`src/rtl/cgra_col_obi_bridge.sv`:
```
// cgra_col_obi_bridge: column load/store stream to OBI master adapter with credit-reserved response FIFO
module cgra_col_obi_bridge #(
  parameter int          RSP_FIFO_DEPTH = 2,
  parameter logic [31:0] WIN_START      = 32'h0000_0000,
  parameter logic [31:0] WIN_END        = 32'h0010_0000
) (
  input  logic        clk_i,
  input  logic        rst_i,
  input  logic        col_req_valid_i,
  output logic        col_req_ready_o,
  input  logic        col_req_we_i,
  input  logic [3:0]  col_req_be_i,
  input  logic [31:0] col_req_addr_i,
  input  logic [31:0] col_req_wdata_i,
  output logic        col_rsp_valid_o,
  input  logic        col_rsp_ready_i,
  output logic [31:0] col_rsp_rdata_o,
  output logic        col_rsp_err_o,
  output logic        obi_req_o,
  input  logic        obi_gnt_i,
  output logic [31:0] obi_addr_o,
  output logic        obi_we_o,
  output logic [3:0]  obi_be_o,
  output logic [31:0] obi_wdata_o,
  input  logic        obi_rvalid_i,
  input  logic [31:0] obi_rdata_i,
  output logic        busy_o
);
  localparam int CW = $clog2(RSP_FIFO_DEPTH + 1);
  localparam int PW = RSP_FIFO_DEPTH > 1 ? $clog2(RSP_FIFO_DEPTH) : 1;
  typedef enum logic [1:0] {IDLE, REQ, ERR} state_t;
  state_t state, state_n;
  logic [CW-1:0] outstanding, count;
  logic [CW:0] reserved;
  logic [PW-1:0] wptr, rptr;
  logic req_we;
  logic [3:0] req_be;
  logic [31:0] req_addr, req_wdata;
  logic [32:0] mem [RSP_FIFO_DEPTH];
  logic accept, in_win, gnt, rv_push, err_push, push, pop;
  always_comb begin
    reserved = {1'b0, outstanding} + {1'b0, count} + (CW+1)'(state == REQ);
    // single unsigned compare covers both window bounds
    in_win = (col_req_addr_i - WIN_START) < (WIN_END - WIN_START);
    col_req_ready_o = !rst_i && state == IDLE && reserved < (CW+1)'(RSP_FIFO_DEPTH);
    accept = col_req_valid_i && col_req_ready_o;
    gnt = state == REQ && obi_gnt_i;
    rv_push = obi_rvalid_i && outstanding != '0;
    err_push = state == ERR && outstanding == '0;
    push = rv_push || err_push;
    col_rsp_valid_o = count != '0;
    pop = col_rsp_valid_o && col_rsp_ready_i;
    {col_rsp_rdata_o, col_rsp_err_o} = col_rsp_valid_o ? mem[rptr] : '0;
    obi_req_o = state == REQ;
    obi_addr_o = obi_req_o ? req_addr : '0;
    obi_we_o = obi_req_o && req_we;
    obi_be_o = obi_req_o ? req_be : '0;
    obi_wdata_o = obi_req_o ? req_wdata : '0;
    busy_o = state != IDLE || outstanding != '0 || col_rsp_valid_o;
    state_n = state == IDLE ? (accept ? (in_win ? REQ : ERR) : IDLE) :
              state == REQ  ? (obi_gnt_i ? IDLE : REQ) :
                              (outstanding == '0 ? IDLE : ERR);
  end
  always_ff @(posedge clk_i) begin
    if (rst_i) begin
      state <= IDLE;
      outstanding <= '0;
      count <= '0;
      wptr <= '0;
      rptr <= '0;
      req_we <= 1'b0;
      req_be <= '0;
      req_addr <= '0;
      req_wdata <= '0;
    end else begin
      state <= state_n;
      outstanding <= outstanding + CW'(gnt) - CW'(rv_push);
      count <= count + CW'(push) - CW'(pop);
      if (push) wptr <= wptr == PW'(RSP_FIFO_DEPTH - 1) ? '0 : wptr + 1'b1;
      if (pop) rptr <= rptr == PW'(RSP_FIFO_DEPTH - 1) ? '0 : rptr + 1'b1;
      if (accept) {req_we, req_be, req_addr, req_wdata} <= {col_req_we_i, col_req_be_i, col_req_addr_i, col_req_wdata_i};
    end
  end
  always_ff @(posedge clk_i) begin
    if (push && !rst_i) mem[wptr] <= err_push ? {32'h0, 1'b1} : {obi_rdata_i, 1'b0};
  end
endmodule

```
`config.mk`:
```
export PLATFORM = sky130hd
export DESIGN_NAME = cgra_col_obi_bridge
export DESIGN_NICKNAME = d
export VERILOG_FILES = /design/src/rtl/cgra_col_obi_bridge.sv
export SDC_FILE = /design/constraint.sdc
export NUM_CORES = 1
export LEC_CHECK = 0
export CORE_MARGIN = 2
export CORE_UTILIZATION = 46
export CTS_CLUSTER_DIAMETER = 200
export DETAILED_ROUTE_END_ITERATION = 6
export PLACE_DENSITY = 0.81
export SKIP_CTS_REPAIR_TIMING = 1
export SLEW_MARGIN = 20
export SYNTH_ARGS = -nofsm -noshare
export SYNTH_HDL_FRONTEND = slang
export SYNTH_SLANG_ARGS = --single-unit
```
`constraint.sdc`:
```
create_clock -name clk_i -period 5.41 [get_ports clk_i]
set_clock_uncertainty 0.1 [all_clocks]
set_input_delay 1.082 -clock clk_i [delete_from_list [all_inputs] [get_ports clk_i]]
set_output_delay 1.082 -clock clk_i [all_outputs]
set_load 0.005 [all_outputs]
```
# --- Word level (Yosys, flattened, before mapping) ---
# Memories as Yosys holds them, arrays and structs flattened. A register that Yosys moved wholly into a read port is not among the register bits.
# Index checks and enable logic that the tools add are counted.
word_totals:
  regBits: 77
  mem_bits_rw: 66
  in_bits: 107
  out_inout_bits: 106
  wordCells: 57
  n_memories: 1
classes:
  add_sub_neg: 8
  n_lt_le_gt_ge: 2
  n_eq_ne: 2
  n_mux: 17
  n_reduce_logical: 18
mem_list:
  columns: ["name", "depth", "word_bits", "read_ports", "rd_ports_with_merged_regs", "wr", "line_no", "source"]
  rows:
  - ["mem", 2, 33, 1, 1, 1, "39", "logic [32:0] mem [RSP_FIFO_DEPTH];"]
ops:
  columns: ["operator", "count"]
  rows:
  - ["$mux W33", 2]
  - ["$mux W32", 2]
  - ["$lt A32 B21 Y1 const B", 1]
  - ["$mux W2", 5]
  - ["$logic_and A1 B1 Y1", 9]
  - ["$mux W1", 7]
  - ["$reduce_bool A2 Y1", 3]
  - ["$add A2 B1 Y2", 2]
  - ["$logic_not A2 Y1", 2]
  - ["$mux W4", 1]
  - ["$sub A2 B1 Y2", 2]
  - ["$add A2 B2 Y3", 1]
  - ["$add A3 B1 Y3", 1]
  - ["$logic_or A1 B1 Y1", 3]
  - ["$lt A3 B2 Y1 const B", 1]
  - ["$add A1 B1 Y1 const B", 2]
  - ["$eq A2 B1 Y1 const B", 1]
  - ["$eq A2 B2 Y1 const B", 1]
  - ["$logic_not A1 Y1", 1]

# --- Longest topological paths before layout ---
# Gate-level depths: netlist of run 1.
depth:
  word_depth: 7
  depth_mapped: 10
  depth_no_buf: 8

# --- Worst setup path before layout of run 1 ---
# Ideal clock, no wire load.
synth_path:
  kind: "input-to-reg"
  from: "input rst_i"
  to: "memory mem[1][0], enable pin"
  setup_ns: 0.471
  t_arrival_ns: 3.926
  required_time_ns: 4.839
  slack_ns: 0.913
  path_stages: 3
  path_buffers: 2
  path_cell_list: "buf_4 > clkbuf_1 > nor3b_1"
synth_between:
  elab_chain_cells: 4
synth_lines:
  columns: ["item", "line_no", "source"]
  rows:
  - ["start: declaration", "8", "input logic rst_i,"]
  - ["$logic_not A1 Y1", "85", "if (push && !rst_i) mem[wptr] <= err_push ? {32'h0, 1'b1} : {obi_rdata_i, 1'b0};"]
  - ["$logic_and A1 B1 Y1", "85", null]
  - ["$mux W1 (2 in series)", "85", null]
  - ["end: declaration", "39", null]
# Every way passes these cells.

# --- Worst setup path after layout of run 1 ---
layout_path:
  from: "register state[0]"
  to: "output col_req_ready_o"
layout_between:
  elab_chain_cells: 4
  elab_cells_between_ends: 6
  classes_between: "1 x add/sub; 1 x order compare; 1 x eq/ne; 3 x reduce/logical"
layout_lines:
  columns: ["item", "line_no", "source"]
  rows:
  - ["start: declaration", "32", "state_t state, state_n;"]
  - ["start signal: assignment", "76", "state <= state_n;"]
  - ["$eq A2 B1 Y1", "42", "reserved = {1'b0, outstanding} + {1'b0, count} + (CW+1)'(state == REQ);"]
  - ["$add A3 B1 Y3", "42", null]
  - ["$lt A3 B2 Y1", "45", "col_req_ready_o = !rst_i && state == IDLE && reserved < (CW+1)'(RSP_FIFO_DEPTH);"]
  - ["$logic_and A1 B1 Y1 (*)", "45", null]
  - ["end: declaration", "10", "output logic col_req_ready_o,"]
# Every way passes the cells marked *; elsewhere a longest branch is shown, timed or not.

==> tab_implementation.tex, run 1 <==
\begin{tabular}{lr}
\hline
Metric & Value \\
\hline
\multicolumn{2}{l}{\textbf{Worst hold path}} \\
\quad Hold path startpoint & req\_addr[8] \\
\quad HP Class & reg -> reg \\
\multicolumn{2}{l}{\textbf{Place}} \\
\quad Port Buffer Count & 212 \\
\quad Final HPWL DP & 10.1 mm \\
\quad Gp weighted congestion & 0.816 \\
\multicolumn{2}{l}{\textbf{Critical path}} \\
\quad Maximum fanout along the worst path & 5 \\
\quad FF-to-FF Start & outstanding[0] \\
\quad Data arrival time of the critical path & 2.64 ns \\
\quad WS Path Type & reg -> out \\
\quad Setup crit start & state[0] \\
\quad Critical Path Sink Type & output port \\
\quad CP startpoint kind & register \\
\quad Req. time, crit path & 4.23 ns \\
\multicolumn{2}{l}{\textbf{Cells and area}} \\
\quad Commonest non-fill, non-tap cells in the layout & 211 x clkdlybuf4s50\_1, 77 x dfxtp\_1, 70 x a21oi\_1, 70 x nand3\_1, 69 x and2\_1 \\
\quad Commonest non-fill, non-tap cell in the layout & clkdlybuf4s50\_1 \\
\quad Filler cells & 1044 \\
\quad Area taken by multi-input logic gates & 2530 um2 \\
\quad Register area & 3540 um2 \\
\quad Post-Route Utilization & 68.1\% \\
\quad Share of cells above drive strength 1 & 6.08\% \\
\quad Fin nets & 923 \\
\quad Syn-to-layout area delta & 43.5\% \\
\multicolumn{2}{l}{\textbf{Yosys}} \\
\quad Yosys synthesis warning count & 0 \\
\quad Number of storage elements in the synthesis netlist & 144 \\
\quad Sequential element share of the synthesized area & 55.9\% \\
\quad Distinct cell type count after synthesis & 33 \\
\quad Share of flip-flops with an asynchronous set or reset & 0\% \\
\quad Number of cells produced by synthesis & 628 \\
\quad Main synth FF type & dfxtp\_1 \\
\quad Syn Area/Cell & 10.1 um2 \\
\quad Net count of the mapped netlist & 741 \\
\quad Post-synth EDFFs & 66 \\
\quad Summed instance area of the synthesized netlist & 6340 um2 \\
\multicolumn{2}{l}{\textbf{Global routing}} \\
\quad Antenna violations before repair & 1 \\
\quad Total routing resource utilization after global routing & 21.2\% \\
\quad Maximum number of pins on one net before global-route repair & 73 \\
\quad First-pass GRT wire length & 24.7 mm \\
\quad Via count of the first global-routing pass & 5068 \\
\quad Overall overflow remaining after global route & 0 \\
\multicolumn{2}{l}{\textbf{Floorplan}} \\
\quad DIE AREA & 14700 um2 \\
\quad Placeable Area & 13300 um2 \\
\quad \# rows & 42 \\
\quad Total I/O pin count & 213 \\
\quad Initial Util & 47.5\% \\
\quad Horizontal die dimension & 121 um \\
\quad Die span in y & 121 um \\
\multicolumn{2}{l}{\textbf{Timing}} \\
\quad Final clock period utilization by the worst path & 70.6\% \\
\quad Final period demand of the worst path & 3.82 ns \\
\quad Number of hold-slack violations in the final timing report & 0 \\
\quad Setup repair after global routing missed its margin & no \\
\quad Final setup violation count & 0 \\
\quad Setup Total Neg Slack & 0 ns \\
\quad Slew @ Worst Pin & 1.03 ns \\
\quad Max\_slew headroom & 31.5\% \\
\quad Post-route worst hold slack & 0.371 ns \\
\quad Max Clk Rate & 262 MHz \\
\quad Final slew viol count & 0 \\
\multicolumn{2}{l}{\textbf{Route}} \\
\quad Average wire length per cell after detail routing & 15.9 um \\
\quad TritonRoute pass-1 iters & 4 \\
\quad Drt first-iter violations & 416 \\
\quad Ratio of routed vias to standard cells & 5.35 \\
\quad Wire length after detailed routing & 15.9 mm \\
\quad Post-route ant nets & 0 \\
\quad Post-route DRC violation count & 0 \\
\quad Number of vias in the routed layout & 5350 \\
\multicolumn{2}{l}{\textbf{CTS}} \\
\quad Number of H-tree levels & 4 \\
\quad Clock tree from TritonCTS & done \\
\quad Buffer cell driving the clock tree root & clkbuf\_16 \\
\quad Clock latency reported for the late side of the worst-skew pair & 0.41 ns \\
\quad Number of buffers added by the clock tree synthesis step & 17 \\
\quad Clk slew on worst S/H paths & 0.06 ns \\
\quad Max Root-Sink Buffers & 2 \\
\quad Clk sink count & 144 \\
\multicolumn{2}{l}{\textbf{Power and ir drop}} \\
\quad Static leakage & 3.15 nW \\
\quad Peak VDD IR & 0.365 mV \\
\quad PwrDens & 430 nW/um2 \\
\multicolumn{2}{l}{\textbf{Run status}} \\
\quad Result of the run & completed \\
\multicolumn{2}{l}{\textbf{Flow run}} \\
\quad Max-capacitance violation count & 0 \\
\hline
\end{tabular}
==> where the power goes <==
part / switching [W] / internal, W / total, W
registers: 0.000109 / 0.00135 / 0.00146
logic: 0.000728 / 0.000551 / 0.00128
clock network: 0.000428 / 0.000743 / 0.00117
==> state kept, by name (all words and copies together), names as in the netlist, named ones only <==
signal / flops
mem: 66
state: 2
outstanding: 2
req_wdata: 32
req_be: 4
wptr: 1
count: 2
req_we: 1
req_addr: 32
rptr: 1
==> logic make-up (layout without fill, tap and decap cells) <==
family	count (synthesis)	in the layout	share of synthesized area, %
and+or+nand+nor	233	233	20.7
AOI/OAI and AO/OA	144	144	11.5
DFF	144	144	55.9
buffers and inverters	63	258	4.66
muxes	33	33	5.21
adders and majority gates	6	6	1.30
xor gates and xnor gates	5	5	0.691
other	0	1	0
==> metal layers <==
| metal | vias to the layer above | GRT usage (%) | part of all wire (%) |
|---|---|---|---|
| li1 | 2554 | - | - |
| met1 | 2553 | 26.7 | 41 |
| met2 | 223 | 33.1 | 47 |
| met3 | 20 | 8.22 | 9.6 |
| met4 | 0 | 7.61 | 1.7 |
| met5 | - | 0 | 0 |
==> path summary, 6_finish.rpt <==
path                     end  slack (ns)  depth (start not counted)
min              req_addr[8]        0.37                          2
max reg2reg        req_be[1]        2.54                          7
max          col_req_ready_o        1.59                          7
min reg2reg      req_addr[8]        0.37                          2
==> Yosys cell counts, types with 2 or more instances <==
| master | number | area [um2] |
|---|---|---|
| edfxtp_1 | 66 | 1980 |
| clkbuf_1 | 31 | 116 |
| inv_1 | 6 | 22.5 |
| nand2_1 | 3 | 11.3 |
| buf_2 | 15 | 75.1 |
| buf_4 | 8 | 60.1 |
| mux2i_1 | 33 | 330 |
| and2_1 | 69 | 432 |
| clkbuf_2 | 2 | 10.0 |
| dfxtp_1 | 78 | 1560 |
| o21ai_1 | 13 | 65.1 |
| nor2b_1 | 36 | 225 |
| o21ai_0 | 58 | 290 |
| nor3b_1 | 3 | 22.5 |
| nor4_1 | 3 | 18.8 |
| nand3_1 | 70 | 350 |
| xor2_1 | 2 | 17.5 |
| xnor2_1 | 3 | 26.3 |
| nor2_1 | 40 | 150 |
| nor3_1 | 3 | 15.0 |
| a21oi_1 | 70 | 350 |
| ha_1 | 5 | 62.6 |
==> critical path: stages, from the launching register on <==
cell             delay, ns
dfxtp_1               0.47
nor2b_4               0.21
a21oi_1               0.09
fa_1                  0.56
nor2b_4               0.17
nand2_1               0.05
nor3_1                0.13
clkdlybuf4s50_1       0.54
==> metrics by stage <==
step | power, W | worst slack [ns] | instance area (um2) | std cells
3_5_place_dp | 0.00276 | 2.06 | 8490 | 967
6_report | 0.00391 | 1.59 | 9090 | 1000
5_1_grt | 0.00413 | 1.43 | 9090 | 999
2_1_floorplan | 0.00225 | 0.913 | 6340 | 628
3_3_place_gp | 0.00271 | 2.12 | 8490 | 967
4_1_cts | 0.00393 | 1.61 | 9090 | 999
==> area by class of cell <==
cell class,count,area share (%)
Antenna cell,1,0.0275
Clock buffer,20,5.02
Clock inverter,12,1.55
Inverter,6,0.248
Multi-Input combinational cell,421,27.8
Sequential cell,144,39.0
Tap cell,176,2.42
Timing Repair Buffer,220,23.9
Power figures use the tool's default switching activity.
==> run 2, diff against run 1 <==
--- a/config.mk
+++ b/config.mk
@@ -6,10 +6,10 @@
 export NUM_CORES = 1
 export LEC_CHECK = 0
 export CORE_MARGIN = 2
-export CORE_UTILIZATION = 46
+export CORE_UTILIZATION = 41
 export CTS_CLUSTER_DIAMETER = 200
 export DETAILED_ROUTE_END_ITERATION = 6
-export PLACE_DENSITY = 0.81
+export PLACE_DENSITY = 0.76
 export SKIP_CTS_REPAIR_TIMING = 1
 export SLEW_MARGIN = 20
 export SYNTH_ARGS = -nofsm -noshare
==> constraint.sdc (replaced) <==
create_clock -name clk_i -period 3.25 [get_ports clk_i]
set_clock_uncertainty 0.1 [all_clocks]
set_input_delay 0.65 -clock clk_i [delete_from_list [all_inputs] [get_ports clk_i]]
set_output_delay 0.65 -clock clk_i [all_outputs]
set_load 0.005 [all_outputs]
==> run 2 against run 1 <==
- first-iteration DRC count down 44%
- critical path depth down 3
- sequential power up 62%
- clock power up 67%
==> tab_implementation.tex, run 2 (same netlist as run 1, synthesis figures left out) <==
\begin{tabular}{lr}
\hline
Metric & Value \\
\hline
\multicolumn{2}{l}{\textbf{Timing}} \\
\quad Max\_slew headroom & 37.2\% \\
\quad Max Clk Rate & 330 MHz \\
\quad Final clock period utilization by the worst path & 93.3\% \\
\quad Number of hold-slack violations in the final timing report & 0 \\
\quad Slew @ Worst Pin & 0.940 ns \\
\quad Final slew viol count & 0 \\
\quad Setup Total Neg Slack & 0 ns \\
\quad Final period demand of the worst path & 3.03 ns \\
\quad Final setup violation count & 0 \\
\quad Setup repair after global routing missed its margin & no \\
\multicolumn{2}{l}{\textbf{Floorplan}} \\
\quad Die span in y & 128 um \\
\quad Initial Util & 41.9\% \\
\quad DIE AREA & 16500 um2 \\
\quad \# rows & 45 \\
\quad Horizontal die dimension & 128 um \\
\quad Placeable Area & 15100 um2 \\
\quad Total I/O pin count & 213 \\
\multicolumn{2}{l}{\textbf{Global routing}} \\
\quad Total routing resource utilization after global routing & 20.6\% \\
\quad First-pass GRT wire length & 26.8 mm \\
\quad Overall overflow remaining after global route & 0 \\
\quad Maximum number of pins on one net before global-route repair & 73 \\
\quad Via count of the first global-routing pass & 5349 \\
\quad Antenna violations before repair & 1 \\
\multicolumn{2}{l}{\textbf{Power and ir drop}} \\
\quad Peak VDD IR & 0.440 mV \\
\quad PwrDens & 723 nW/um2 \\
\quad Static leakage & 3.17 nW \\
\multicolumn{2}{l}{\textbf{Place}} \\
\quad Placed cell area & 8560 um2 \\
\quad Gp weighted congestion & 0.804 \\
\quad Final HPWL DP & 10.8 mm \\
\quad Port Buffer Count & 212 \\
\multicolumn{2}{l}{\textbf{Cells and area}} \\
\quad Commonest non-fill, non-tap cell in the layout & clkdlybuf4s50\_1 \\
\quad Finished Cell Area & 9160 um2 \\
\quad Syn-to-layout area delta & 44.5\% \\
\quad Share of cells above drive strength 1 & 6.54\% \\
\quad Post-Route Utilization & 60.5\% \\
\quad Count of antenna diodes in the layout & 0 \\
\quad Flip-flop count of the largest register after layout & 66 \\
\quad Commonest non-fill, non-tap cells in the layout & 210 x clkdlybuf4s50\_1, 76 x dfxtp\_1, 70 x a21oi\_1, 70 x nand3\_1, 69 x and2\_1 \\
\quad Largest registers in the final layout & mem x66, req\_addr x32, req\_wdata x32 \\
\quad Fin nets & 926 \\
\quad Register bank with the most flops & mem \\
\multicolumn{2}{l}{\textbf{CTS}} \\
\quad Number of buffers added by the clock tree synthesis step & 17 \\
\quad Clk sink count & 144 \\
\quad Clock tree from TritonCTS & done \\
\quad Clock latency reported for the late side of the worst-skew pair & 0.41 ns \\
\quad Clk slew on worst S/H paths & 0.06 ns \\
\quad Number of H-tree levels & 4 \\
\quad Buffer cell driving the clock tree root & clkbuf\_16 \\
\quad Max Root-Sink Buffers & 2 \\
\multicolumn{2}{l}{\textbf{Route}} \\
\quad Ratio of routed vias to standard cells & 5.17 \\
\quad Average wire length per cell after detail routing & 16.7 um \\
\quad TritonRoute pass-1 iters & 5 \\
\quad Number of vias in the routed layout & 5246 \\
\quad Post-route ant nets & 0 \\
\quad Drt first-iter violations & 234 \\
\quad Post-route DRC violation count & 0 \\
\quad Wire length after detailed routing & 16.9 mm \\
\multicolumn{2}{l}{\textbf{Critical path}} \\
\quad Critical Path Sink Type & output port \\
\quad Critical path's top delay family & buffers and inverters \\
\quad Maximum fanout along the worst path & 72 \\
\quad Logic depth of the worst path, buffers included & 4 \\
\quad Data arrival time of the critical path & 2.28 ns \\
\quad WS Path Type & reg -> out \\
\quad Largest incremental delay on the critical path & 0.56 ns \\
\quad Req. time, crit path & 2.50 ns \\
\quad CP startpoint kind & register \\
\quad CP Cell Sequence & nor2b\_4 > buf\_4 > and2\_1 > clkdlybuf4s50\_1 \\
\quad Cell count of the worst reg-to-reg path & 6 \\
\quad CP max stage cell & clkdlybuf4s50\_1 \\
\quad Buf+Inv Stages, Crit Path & 2 \\
\multicolumn{2}{l}{\textbf{Flow run}} \\
\quad Max-capacitance violation count & 0 \\
\multicolumn{2}{l}{\textbf{Run status}} \\
\quad Result of the run & completed \\
\multicolumn{2}{l}{\textbf{Worst hold path}} \\
\quad Hold-critical path depth & 2 \\
\quad HP Class & reg -> reg \\
\hline
\end{tabular}
run 2: cell types whose count changed in the layout (fill, tap and decap cells not counted), moves of 2 or more:
cell        previous run  this run
clkbuf_8               2         0
buf_12                 0         2
inv_6                  0         2
clkinv_2               5         1
clkinvlp_2             0         3
run 2: layer usage:
| layer | track usage, % | routed length [um] |
|---|---|---|
| met5 | 0 | 13 |
| met1 | 26.0 | 7470 |
| met2 | 33.2 | 7710 |
| met3 | 7.57 | 1500 |
| met4 | 6.59 | 245 |
run 2: worst reg2reg max path, cell delays in order, from the launching register on:
cell,delay [ns]
dfxtp_1,0.45
ha_1,0.27
a21oi_1,0.15
fa_1,0.29
nand4bb_4,0.74
o21ai_0,0.50
a21oi_1,0.12
run 2: path summary, 6_finish.rpt:
check                   endpoint            from  slack (ns)
setup / recovery  obi_addr_o[27]        state[0]        0.22
hold / removal     req_wdata[31]   req_wdata[31]        0.37
setup reg to reg   req_wdata[20]  outstanding[0]        0.46
hold reg to reg    req_wdata[31]   req_wdata[31]        0.37
run 2: report_power, final:
group	leakage, nW	switching (W)	internal [W]
Clock	0.272	0.000748	0.00120
Combinational	1.66	0.00133	0.000974
Sequential	1.24	0.000122	0.00225
Total	3.17	0.00220	0.00442
run 2: through the flow:
step | setup slack, ns | hold slack [ns] | total power [W] | std cells
finish | 0.217 | 0.371 | 0.00662 | 1014
global route | 0.0853 | 0.395 | 0.00699 | 1014
CTS | -0.132 | 0.370 | 0.00668 | 1014
detailed placement | 0.324 | 0.362 | 0.00473 | 982
global placement | 0.382 | 0.357 | 0.00464 | 982
floorplan | 0.340 | 0.349 | 0.00374 | 628
run 2: layout make-up:
| type | count | area [um2] |
|---|---|---|
| clock buffers | 18 | 429 |
| clock inverters | 14 | 163 |
| fillers | 1250 | 5990 |
| inverters | 6 | 22.5 |
| multi-input cells | 421 | 2540 |
| flip-flops and latches | 144 | 3550 |
| well taps | 188 | 235 |
| repair buffers | 223 | 2230 |
